## config.mk

```make
export PLATFORM = sky130hd
export DESIGN_NAME = alu_cmd_sequencer_flat
export DESIGN_NICKNAME = d
export VERILOG_FILES = /design/src/rtl/alu_cmd_sequencer_if.sv /design/src/rtl/alu_cmd_sequencer.sv /design/src/flat_wrapper.sv
export SDC_FILE = /design/constraint.sdc
export NUM_CORES = 1
export LEC_CHECK = 0
export ABC_AREA = 1
export CAP_MARGIN = 20
export CORE_ASPECT_RATIO = 0.5
export CORE_MARGIN = 3
export CORE_UTILIZATION = 48
export DETAILED_ROUTE_END_ITERATION = 12
export PLACE_DENSITY_LB_ADDON = 0.15
export RECOVER_POWER = 25
export SYNTH_ARGS = -nofsm -noshare
export SYNTH_HDL_FRONTEND = slang
export SYNTH_SLANG_ARGS = --single-unit
```

## constraint.sdc

```tcl
create_clock -name clk -period 3.5 [get_ports clk]
set_input_delay 0.525 -clock clk [delete_from_list [all_inputs] [get_ports clk]]
set_output_delay 0.525 -clock clk [all_outputs]
set_load 0.02 [all_outputs]
```

## src/rtl/alu_cmd_sequencer_if.sv

```systemverilog
// Command/response channel bundle for alu_cmd_sequencer.
// master = host side (issues commands, consumes responses); slave = sequencer.
interface alu_cmd_sequencer_if #(
    parameter int WIDTH = 8
);
    logic             cmd_valid;
    logic             cmd_ready;
    logic [2:0]       cmd_op;
    logic             cmd_chain;
    logic [WIDTH-1:0] cmd_a;
    logic [WIDTH-1:0] cmd_b;
    logic             rsp_valid;
    logic             rsp_ready;
    logic [WIDTH-1:0] rsp_data;
    logic             rsp_err;

    modport master (
        output cmd_valid, cmd_op, cmd_chain, cmd_a, cmd_b, rsp_ready,
        input  cmd_ready, rsp_valid, rsp_data, rsp_err
    );

    modport slave (
        input  cmd_valid, cmd_op, cmd_chain, cmd_a, cmd_b, rsp_ready,
        output cmd_ready, rsp_valid, rsp_data, rsp_err
    );
endinterface

```

## src/rtl/alu_cmd_sequencer.sv

```systemverilog
// Command-side sequencer for the accumulator ALU: one op in flight, registered ALU drives.
// Optional ALU_SEQ_CNT_EN adds saturating op_count / err_count outputs.
module alu_cmd_sequencer #(
    parameter int RESULT_LAT = 1,
    parameter int WIDTH      = 8
) (
    input  logic                 clk,
    input  logic                 rst,
    input  logic                 en,
    alu_cmd_sequencer_if.slave   bus,
    output logic                 alu_on,
    output logic [2:0]           alu_in_sel,
    output logic [WIDTH-1:0]     alu_num1,
    output logic [WIDTH-1:0]     alu_num2,
    output logic [6:0]           alu_out_sel,
    input  logic [WIDTH-1:0]     alu_result,
    input  logic                 alu_overflow
`ifdef ALU_SEQ_CNT_EN
    ,
    output logic [15:0]          op_count,
    output logic [7:0]           err_count
`endif
);
    typedef enum logic [2:0] {OFF, IDLE, ISSUE, WAIT, RESP} state_t;

    localparam logic [2:0] OP_MUL = 3'd6;
    localparam logic [2:0] OP_CLR = 3'd7;
    localparam logic [2:0] SEL_PERSIST = 3'b100;
    localparam logic [2:0] SEL_LOAD    = 3'b010;
    localparam logic [2:0] SEL_RESET   = 3'b001;

    state_t           state, state_d;
    logic [2:0]       op_q, op_d;
    logic [3:0]       cnt, cnt_d;
    logic             on_d, rv_d, re_d;
    logic [2:0]       in_sel_d;
    logic [6:0]       out_sel_d;
    logic [WIDTH-1:0] num1_d, num2_d, rd_d;

    assign bus.cmd_ready = (state == IDLE) && en;

    always_comb begin
        state_d   = state;
        op_d      = op_q;
        cnt_d     = cnt;
        on_d      = alu_on;
        in_sel_d  = alu_in_sel;
        num1_d    = alu_num1;
        num2_d    = alu_num2;
        out_sel_d = alu_out_sel;
        rv_d      = bus.rsp_valid;
        rd_d      = bus.rsp_data;
        re_d      = bus.rsp_err;
        case (state)
            OFF: begin
                if (en) begin
                    state_d  = IDLE;
                    on_d     = 1'b1;
                    in_sel_d = SEL_PERSIST;
                end
            end
            IDLE: begin
                if (!en) begin
                    state_d = OFF;
                    on_d    = 1'b0;
                end else if (bus.cmd_valid) begin
                    // ALU drives are registered at the accept edge so they are stable throughout ISSUE
                    state_d   = ISSUE;
                    op_d      = bus.cmd_op;
                    num1_d    = bus.cmd_a;
                    num2_d    = bus.cmd_b;
                    if (bus.cmd_op == OP_CLR) begin
                        in_sel_d  = SEL_RESET;
                        out_sel_d = '0;
                    end else begin
                        in_sel_d  = bus.cmd_chain ? SEL_PERSIST : SEL_LOAD;
                        out_sel_d = 7'b1000000 >> bus.cmd_op;
                    end
                end
            end
            ISSUE: begin
                state_d = WAIT;
                cnt_d   = 4'(RESULT_LAT);
            end
            WAIT: begin
                if (cnt == 4'd1) begin
                    state_d  = RESP;
                    rv_d     = 1'b1;
                    in_sel_d = SEL_PERSIST;
                    rd_d     = (op_q == OP_CLR) ? '0 : alu_result;
                    re_d     = alu_overflow && (op_q == OP_MUL);
                end else begin
                    cnt_d = cnt - 4'd1;
                end
            end
            RESP: begin
                if (bus.rsp_ready) begin
                    rv_d = 1'b0;
                    if (en) begin
                        state_d = IDLE;
                    end else begin
                        state_d = OFF;
                        on_d    = 1'b0;
                    end
                end
            end
            default: state_d = OFF;
        endcase
    end

    always_ff @(posedge clk or negedge rst) begin
        if (!rst) begin
            state         <= OFF;
            op_q          <= '0;
            cnt           <= '0;
            alu_on        <= 1'b0;
            alu_in_sel    <= SEL_RESET;
            alu_num1      <= '0;
            alu_num2      <= '0;
            alu_out_sel   <= '0;
            bus.rsp_valid <= 1'b0;
            bus.rsp_data  <= '0;
            bus.rsp_err   <= 1'b0;
        end else begin
            state         <= state_d;
            op_q          <= op_d;
            cnt           <= cnt_d;
            alu_on        <= on_d;
            alu_in_sel    <= in_sel_d;
            alu_num1      <= num1_d;
            alu_num2      <= num2_d;
            alu_out_sel   <= out_sel_d;
            bus.rsp_valid <= rv_d;
            bus.rsp_data  <= rd_d;
            bus.rsp_err   <= re_d;
        end
    end

`ifdef ALU_SEQ_CNT_EN
    always_ff @(posedge clk or negedge rst) begin
        if (!rst) begin
            op_count  <= '0;
            err_count <= '0;
        end else if (bus.rsp_valid && bus.rsp_ready) begin
            if (op_count != 16'hFFFF) op_count <= op_count + 16'd1;
            if (bus.rsp_err && err_count != 8'hFF) err_count <= err_count + 8'd1;
        end
    end
`endif
endmodule

```

## src/flat_wrapper.sv

```systemverilog
// flat-port wrapper written by rule: the top's interface ports become plain ports
module alu_cmd_sequencer_flat 
#(
    parameter int RESULT_LAT = 1,
    parameter int WIDTH      = 8
)
  (clk, rst, en, alu_on, alu_in_sel, alu_num1, alu_num2, alu_out_sel, alu_result, alu_overflow, bus_cmd_valid, bus_cmd_op, bus_cmd_chain, bus_cmd_a, bus_cmd_b, bus_rsp_ready, bus_cmd_ready, bus_rsp_valid, bus_rsp_data, bus_rsp_err);
  alu_cmd_sequencer_if #(.WIDTH(WIDTH)) bus_i ();
  input  logic clk;
  input  logic rst;
  input  logic en;
  output logic alu_on;
  output logic [2:0] alu_in_sel;
  output logic [WIDTH-1:0] alu_num1;
  output logic [WIDTH-1:0] alu_num2;
  output logic [6:0] alu_out_sel;
  input  logic [WIDTH-1:0] alu_result;
  input  logic alu_overflow;
  input wire logic [$bits(bus_i.cmd_valid)-1:0] bus_cmd_valid;
  input wire logic [$bits(bus_i.cmd_op)-1:0] bus_cmd_op;
  input wire logic [$bits(bus_i.cmd_chain)-1:0] bus_cmd_chain;
  input wire logic [$bits(bus_i.cmd_a)-1:0] bus_cmd_a;
  input wire logic [$bits(bus_i.cmd_b)-1:0] bus_cmd_b;
  input wire logic [$bits(bus_i.rsp_ready)-1:0] bus_rsp_ready;
  output wire logic [$bits(bus_i.cmd_ready)-1:0] bus_cmd_ready;
  output wire logic [$bits(bus_i.rsp_valid)-1:0] bus_rsp_valid;
  output wire logic [$bits(bus_i.rsp_data)-1:0] bus_rsp_data;
  output wire logic [$bits(bus_i.rsp_err)-1:0] bus_rsp_err;
  assign bus_i.cmd_valid = bus_cmd_valid;
  assign bus_i.cmd_op = bus_cmd_op;
  assign bus_i.cmd_chain = bus_cmd_chain;
  assign bus_i.cmd_a = bus_cmd_a;
  assign bus_i.cmd_b = bus_cmd_b;
  assign bus_i.rsp_ready = bus_rsp_ready;
  assign bus_cmd_ready = bus_i.cmd_ready;
  assign bus_rsp_valid = bus_i.rsp_valid;
  assign bus_rsp_data = bus_i.rsp_data;
  assign bus_rsp_err = bus_i.rsp_err;
  alu_cmd_sequencer #(.RESULT_LAT(RESULT_LAT), .WIDTH(WIDTH)) u_core (.clk(clk), .rst(rst), .en(en), .bus(bus_i), .alu_on(alu_on), .alu_in_sel(alu_in_sel), .alu_num1(alu_num1), .alu_num2(alu_num2), .alu_out_sel(alu_out_sel), .alu_result(alu_result), .alu_overflow(alu_overflow));
endmodule
```

==> flow_summary.ini, run 1 <==
[timing]
drv_slew = 43
fin_worst_skew_ps = 5.85
rsz0062_at_grt = no
finalSetupViolations = 0
max_freq_mhz = 407
whs_ps = 88.3
tns_ps = 0
fin_crit_ps = 2450
slew-limit-headroom = -0.459
hold_viol_final = 0
tightestPinTransition_ps = 2190
period_share = 0.701

[placed_design]
hpwlAfterDp_um = 3450
gp_congestion = 0.888
port_buffers = 71

[worst_setup_path]
path_max_fanout = 42
end_kind = async pin
critPathBufInv = 2
slowest_delay_ps = 1610
required_ps = 3470
critPathLaunch = rst
crit_chain = clkbuf_1, clkbuf_1
reg2reg_from = u_core.state[2]$_DFFE_PN0P_
path_class = in2async
crit_family = buffers and inverters
slowest_stage = clkbuf_1
startpoint_type = primary input
crit_top_cell = clkbuf_1
arrival_ps = 2410

[clocking]
root_buffer = clkbuf_8
cts_tree = yes
cts.sinks = 47
cts_resized = 0
cts_buffers = 5
clock_path_buffers = 2
clk_pin_slew_ps = 80
clkLatencyLatePin_ps = 290
cts_setup_buffers = 0
h-tree-depth = 2
holdBufCountCts = 0

[drt]
wl_met2_um = 2230
wl_per_cell_um = 12.5
dr_wl_met3_um = 303
via_count = 1770
dr.pass1.iters = 4
highest_layer = met4
drtIter0Drc = 49
wl_um = 4600
ant_nets = 0
drc = 0
drt-vias-per-instance = 4.82
wl_met1_um = 2050

[synthesis]
syn_inst = 238
syn-num-nets = 274
yosys.area_share.adder = 0.0121
syn_avg_cell_area_um2 = 8.72
synth_top_family_by_area = simple AND/OR/NAND/NOR gates
synth_mux_area_frac = 0
synthTopCellsByArea = dfrtp_1 55%, nand2_1 18%, nand3_1 4.8%, nor2_1 2.4%, o21ai_0 2.2%
synth_cell_types = 25
yosys.area.top_type = dfrtp_1
synth-xor-area-share = 0.00422
yosys_warnings = 0
syn_area_mm2 = 0.00207
synth_top_area_frac = 0.555
synth_seq_cells = 47
synthSimpleGateAreaFrac = 0.293
synth_seq_area_share = 0.568
synth-compound-area-share = 0.0712

[global_route]
antenna_found_initial = 0
grt_pass1_wl_um = 7780
grt-ovfl-total = 0
track_usage = 0.188
grt_pass1_vias = 1795
grt_max_degree = 48

[layout]
num-nets-final = 348
fillCellCount = 328
layout_commonest_cell = nand2_1
insertedDiodeCount = 0
syn_to_final_growth_pct = 39.0
drive_gt1_frac = 0.0735
final_cell_mix = 101 x nand2_1, 70 x clkdlybuf4s50_1, 46 x dfrtp_1

[hold_path]
hold_class = in2async

[floorplanning]
die_w_um = 99.0
rows = 16
core_region_area_mm2 = 0.00402
initial_core_util = 0.516
die_area_mm2 = 0.00519
boundaryPins = 72
die_h_um = 52.5

[pwr]
power_leakage_nw = 1.39
power.density_mw_per_mm2 = 860
ir_drop_uv = 457

[outcome]
violations = max-capacitance violations, max-slew violations
status = finished with violations

[flow_run]
drv_cap = 1
[cells in the mapped netlist]
library cell,number
a21oi_1,2
a31oi_1,1
buf_4,3
buf_6,3
dfrtp_1,46
dfstp_2,1
ha_1,2
inv_1,11
inv_2,3
nand2_1,101
nand2_2,3
nand3_1,20
nand3_2,1
nand3b_1,1
nand4_1,1
nor2_1,13
nor2_2,1
nor2_4,2
nor3b_1,1
o211ai_1,1
o21a_1,2
o21ai_0,9
o21ai_1,4
o21ai_2,5
xor2_1,1
[cell families after synthesis]
group / Yosys count
xor gates and xnor gates: 1
DFF: 47
adders and majority gates: 2
buffers and inverters: 20
AOI/OAI and AO/OA: 24
and+or+nand+nor: 144
[sequential cells by signal, summed over array words and instances, names as in the netlist]
name,cells
u_core.state,3
u_core.alu_on,1
u_core.cnt,4
u_core.bus.rsp_data,8
u_core.bus.rsp_valid,1
u_core.alu_num1,8
u_core.op_q,3
u_core.alu_in_sel,3
u_core.alu_out_sel,7
u_core.bus.rsp_err,1
u_core.alu_num2,8
[where the power goes]
part | switching, mW | leakage, nW | internal [mW]
logic | 0.681 | 0.757 | 0.546
clock network | 0.171 | 0.0422 | 0.140
registers | 0.154 | 0.588 | 0.786
[metal layers]
layer	global-route usage	up-vias
li1	-	898
met1	0.222	824
met2	0.337	46
met3	0.0637	2
met4	0.0431	0
met5	0	-
[path summary, 6_finish.rpt]
check | to | slack [ps] | depth (start not counted)
max in group clk | bus_cmd_ready | 1050 | 4
max | u_core.alu_num1[3]$_DFFE_PN0P_ | 1050 | 2
min | u_core.cnt[2]$_DFFE_PN0P_ | 90 | 1
min reg2reg | u_core.alu_num1[5]$_DFFE_PN0P_ | 480 | 2
max reg2reg | u_core.op_q[1]$_DFFE_PN0P_ | 1490 | 7
min in group clk | u_core.alu_num1[5]$_DFFE_PN0P_ | 480 | 2
[final cells by class]
cell class	count	area, um2	share of cell area
Inverter	14	52.6	0.0182
Multi-Input combinational cell	171	788	0.273
Tap cell	54	67.6	0.0234
Clock inverter	1	5.00	0.00174
Sequential cell	47	1180	0.408
Timing Repair Buffer	73	716	0.248
Clock buffer	7	76.3	0.0265
[stage by stage]
| stage | instance area, um2 | util | power (mW) | setup WS (ps) | instances |
|---|---|---|---|---|---|
| floorplan | 2070 | - | 1.64 | 2000 | 238 |
| CTS | 2880 | 0.716 | 2.50 | 1040 | 366 |
| detailed placement | 2800 | 0.696 | 2.19 | 1050 | 358 |
| global placement | 2800 | 0.696 | 2.14 | 1090 | 358 |
| finish | 2880 | 0.716 | 2.48 | 1050 | 367 |
| global route | 2880 | 0.716 | 2.67 | 507 | 367 |
No activity file was read; power rests on OpenSTA's default activity.
==> inputs of run 2 (changes only) <==
--- a/config.mk
+++ b/config.mk
@@ -9,7 +9,7 @@
 export CAP_MARGIN = 20
 export CORE_ASPECT_RATIO = 0.5
 export CORE_MARGIN = 3
-export CORE_UTILIZATION = 48
+export CORE_UTILIZATION = 45
 export DETAILED_ROUTE_END_ITERATION = 12
 export PLACE_DENSITY_LB_ADDON = 0.15
 export RECOVER_POWER = 25
==> constraint.sdc (replaced) <==
create_clock -name clk -period 2.4 [get_ports clk]
set_input_delay 0.36 -clock clk [delete_from_list [all_inputs] [get_ports clk]]
set_output_delay 0.36 -clock clk [all_outputs]
set_load 0.02 [all_outputs]
==> run 2 against run 1 <==
Compared with the run above:
- the flow now finishes without violations
- count of clock-buffer cells in the layout shrank 2
- critical endpoint is now bus_cmd_ready
- register-to-register slack lost 840 ps
- via count grew 1.2%
- cell count grew 0.54%
- worst hold slack gained 390 ps
- non-clock buffer count grew 2
- clock power grew 86%
- die area grew 6.1%
- core utilization shrank 1.3 points
- power grew 51%
- critical path type is now reg2out
- critical path depth grew 2
==> flow_summary.ini, run 2 (synthesis results as in run 1) <==
[outcome]
status = finished, final reports clean

[worst_setup_path]
reg2reg_slack_ps = 650
end_kind = primary output
reg2reg_from = u_core.state[2]$_DFFE_PN0P_
r2r.worst_path.cells = 6
startpoint_type = flop
crit_end = bus_cmd_ready
path_class = reg2out
path_max_fanout = 5
required_ps = 2040
slowest_stage = clkdlybuf4s50_1
crit_chain = inv_1, nand3_2, nor2_1, clkdlybuf4s50_1
slowest_delay_ps = 620
critPathLaunch = u_core.state[1]$_DFFE_PN0P_
arrival_ps = 1810
rr_endpoint = u_core.alu_out_sel[1]$_DFFE_PN0P_

[timing]
drv_slew = 0
timing.final.ws_setup_ps = 227
tightestPinTransition_ps = 1040
period_share = 0.905
fin_crit_ps = 2170
slew-limit-headroom = 0.307
rsz0062_at_grt = no
whs_ps = 477
fin_worst_skew_ps = 2.53
finalSetupViolations = 0
tns_ps = 0
hold_viol_final = 0
max_freq_mhz = 460

[global_route]
grt_max_degree = 31
grt-ovfl-total = 0
track_usage = 0.184
grt_pass1_vias = 1738
antenna_found_initial = 0
grt_pass1_wl_um = 7780

[layout]
seqCellArea_mm2 = 0.00118
num-nets-final = 350
syn_to_final_growth_pct = 41.3
fillCellCount = 331
layout_commonest_cell = nand2_1
drive_gt1_frac = 0.0857
final_cells = 369
insertedDiodeCount = 0
final_cell_mix = 101 x nand2_1, 70 x clkdlybuf4s50_1, 46 x dfrtp_1
top_regs = u_core.alu_num1 (8), u_core.alu_num2 (8), u_core.bus.rsp_data (8)
multiInputGateArea_um2 = 788

[pwr]
p_seq_frac = 0.367
switching_share = 0.397
p_total_mw = 3.74
power.density_mw_per_mm2 = 1270
pwr-share-clk = 0.155
p_switching_mw = 1.48
power.internal_mw = 2.25
ir_drop_uv = 695
p_comb_frac = 0.478
power_leakage_nw = 1.41

[drt]
drt-vias-per-instance = 4.85
dr.pass1.iters = 5
wl_um = 4600
via_count = 1791
wl_per_cell_um = 12.5
ant_nets = 0
drc = 0
drtIter0Drc = 66

[placed_design]
dp.cells = 360
port_buffers = 71
gp_congestion = 0.892
place_ws_ps = 275
hpwlAfterDp_um = 3510

[clocking]
cts.sinks = 47
cts_buffers = 5
root_buffer = clkbuf_8
cts_setup_buffers = 0
holdBufCountCts = 1
clock_path_buffers = 2
h-tree-depth = 2
cts_tree = yes
clk_pin_slew_ps = 90
clkLatencyLatePin_ps = 300
cts_resized = 0

[hold_path]
hold_class = reg2reg

[floorplanning]
die_area_mm2 = 0.00551
initial_core_util = 0.498
die_w_um = 102
core_region_area_mm2 = 0.00416
rows = 16
boundaryPins = 72
die_h_um = 54.0

[flow_run]
drv_cap = 0
==> run 2: changes by cell type in the layout (fill, tap and decap cells not counted) <==
cell,delta
bufinv_16,+1
clkbuf_1,-3
clkbuf_2,+2
clkinv_4,+1
dlygate4sd3_1,+1
==> run 2: power groups by stage <==
| stage | combinational, mW | sequential [mW] | clock [mW] |
|---|---|---|---|
| detailed placement | 1.81 | 1.37 | 0 |
| CTS | 1.81 | 1.37 | 0.599 |
| finish | 1.79 | 1.37 | 0.581 |
| global route | 1.97 | 1.41 | 0.638 |
| global placement | 1.76 | 1.37 | 0 |
| floorplan | 0.686 | 1.70 | 0 |
==> run 2: area by class of cell <==
| class | count | share of cell area |
|---|---|---|
| Clock buffer | 5 | 0.0235 |
| Inverter | 14 | 0.0179 |
| Clock inverter | 3 | 0.0149 |
| Timing Repair Buffer | 75 | 0.250 |
| Tap cell | 54 | 0.0231 |
| Sequential cell | 47 | 0.402 |
| Multi-Input combinational cell | 171 | 0.269 |
==> run 2: per-stage QoR <==
| stage | util | area, um2 |
|---|---|---|
| floorplan | - | 2070 |
| CTS | 0.705 | 2940 |
| global placement | 0.676 | 2810 |
| finish | 0.704 | 2930 |
| global route | 0.704 | 2930 |
| detailed placement | 0.676 | 2810 |
==> run 2: metal layers <==
layer | vias to the layer above | share of wire | track usage
li1 | 904 | - | -
met5 | - | 0 | 0
met1 | 838 | 0.47 | 0.234
met3 | 4 | 0.055 | 0.0543
met4 | 0 | 0.0052 | 0.0414
met2 | 45 | 0.47 | 0.317
==> run 2: worst min-delay path by stage <==
stage / startpoint / end / depth (start not counted)
after global routing: u_core.alu_num2[5]$_DFFE_PN0P_ / u_core.alu_num2[5]$_DFFE_PN0P_ / 2
after global placement: rst / u_core.alu_on$_DFFE_PN0P_ / 1
after CTS: u_core.alu_num2[1]$_DFFE_PN0P_ / u_core.alu_num2[1]$_DFFE_PN0P_ / 2
after detailed placement: rst / u_core.alu_on$_DFFE_PN0P_ / 1
final: u_core.alu_num2[1]$_DFFE_PN0P_ / u_core.alu_num2[1]$_DFFE_PN0P_ / 2
after floorplan: rst / u_core.alu_in_sel[1]$_DFFE_PN0P_ / 0
==> run 2: worst max-delay path: cells and delay by family (launching register included) <==
family,cells,cell delay (ps)
buffers and inverters,2,770
AND/OR/NAND/NOR,2,310
flip-flops,1,430
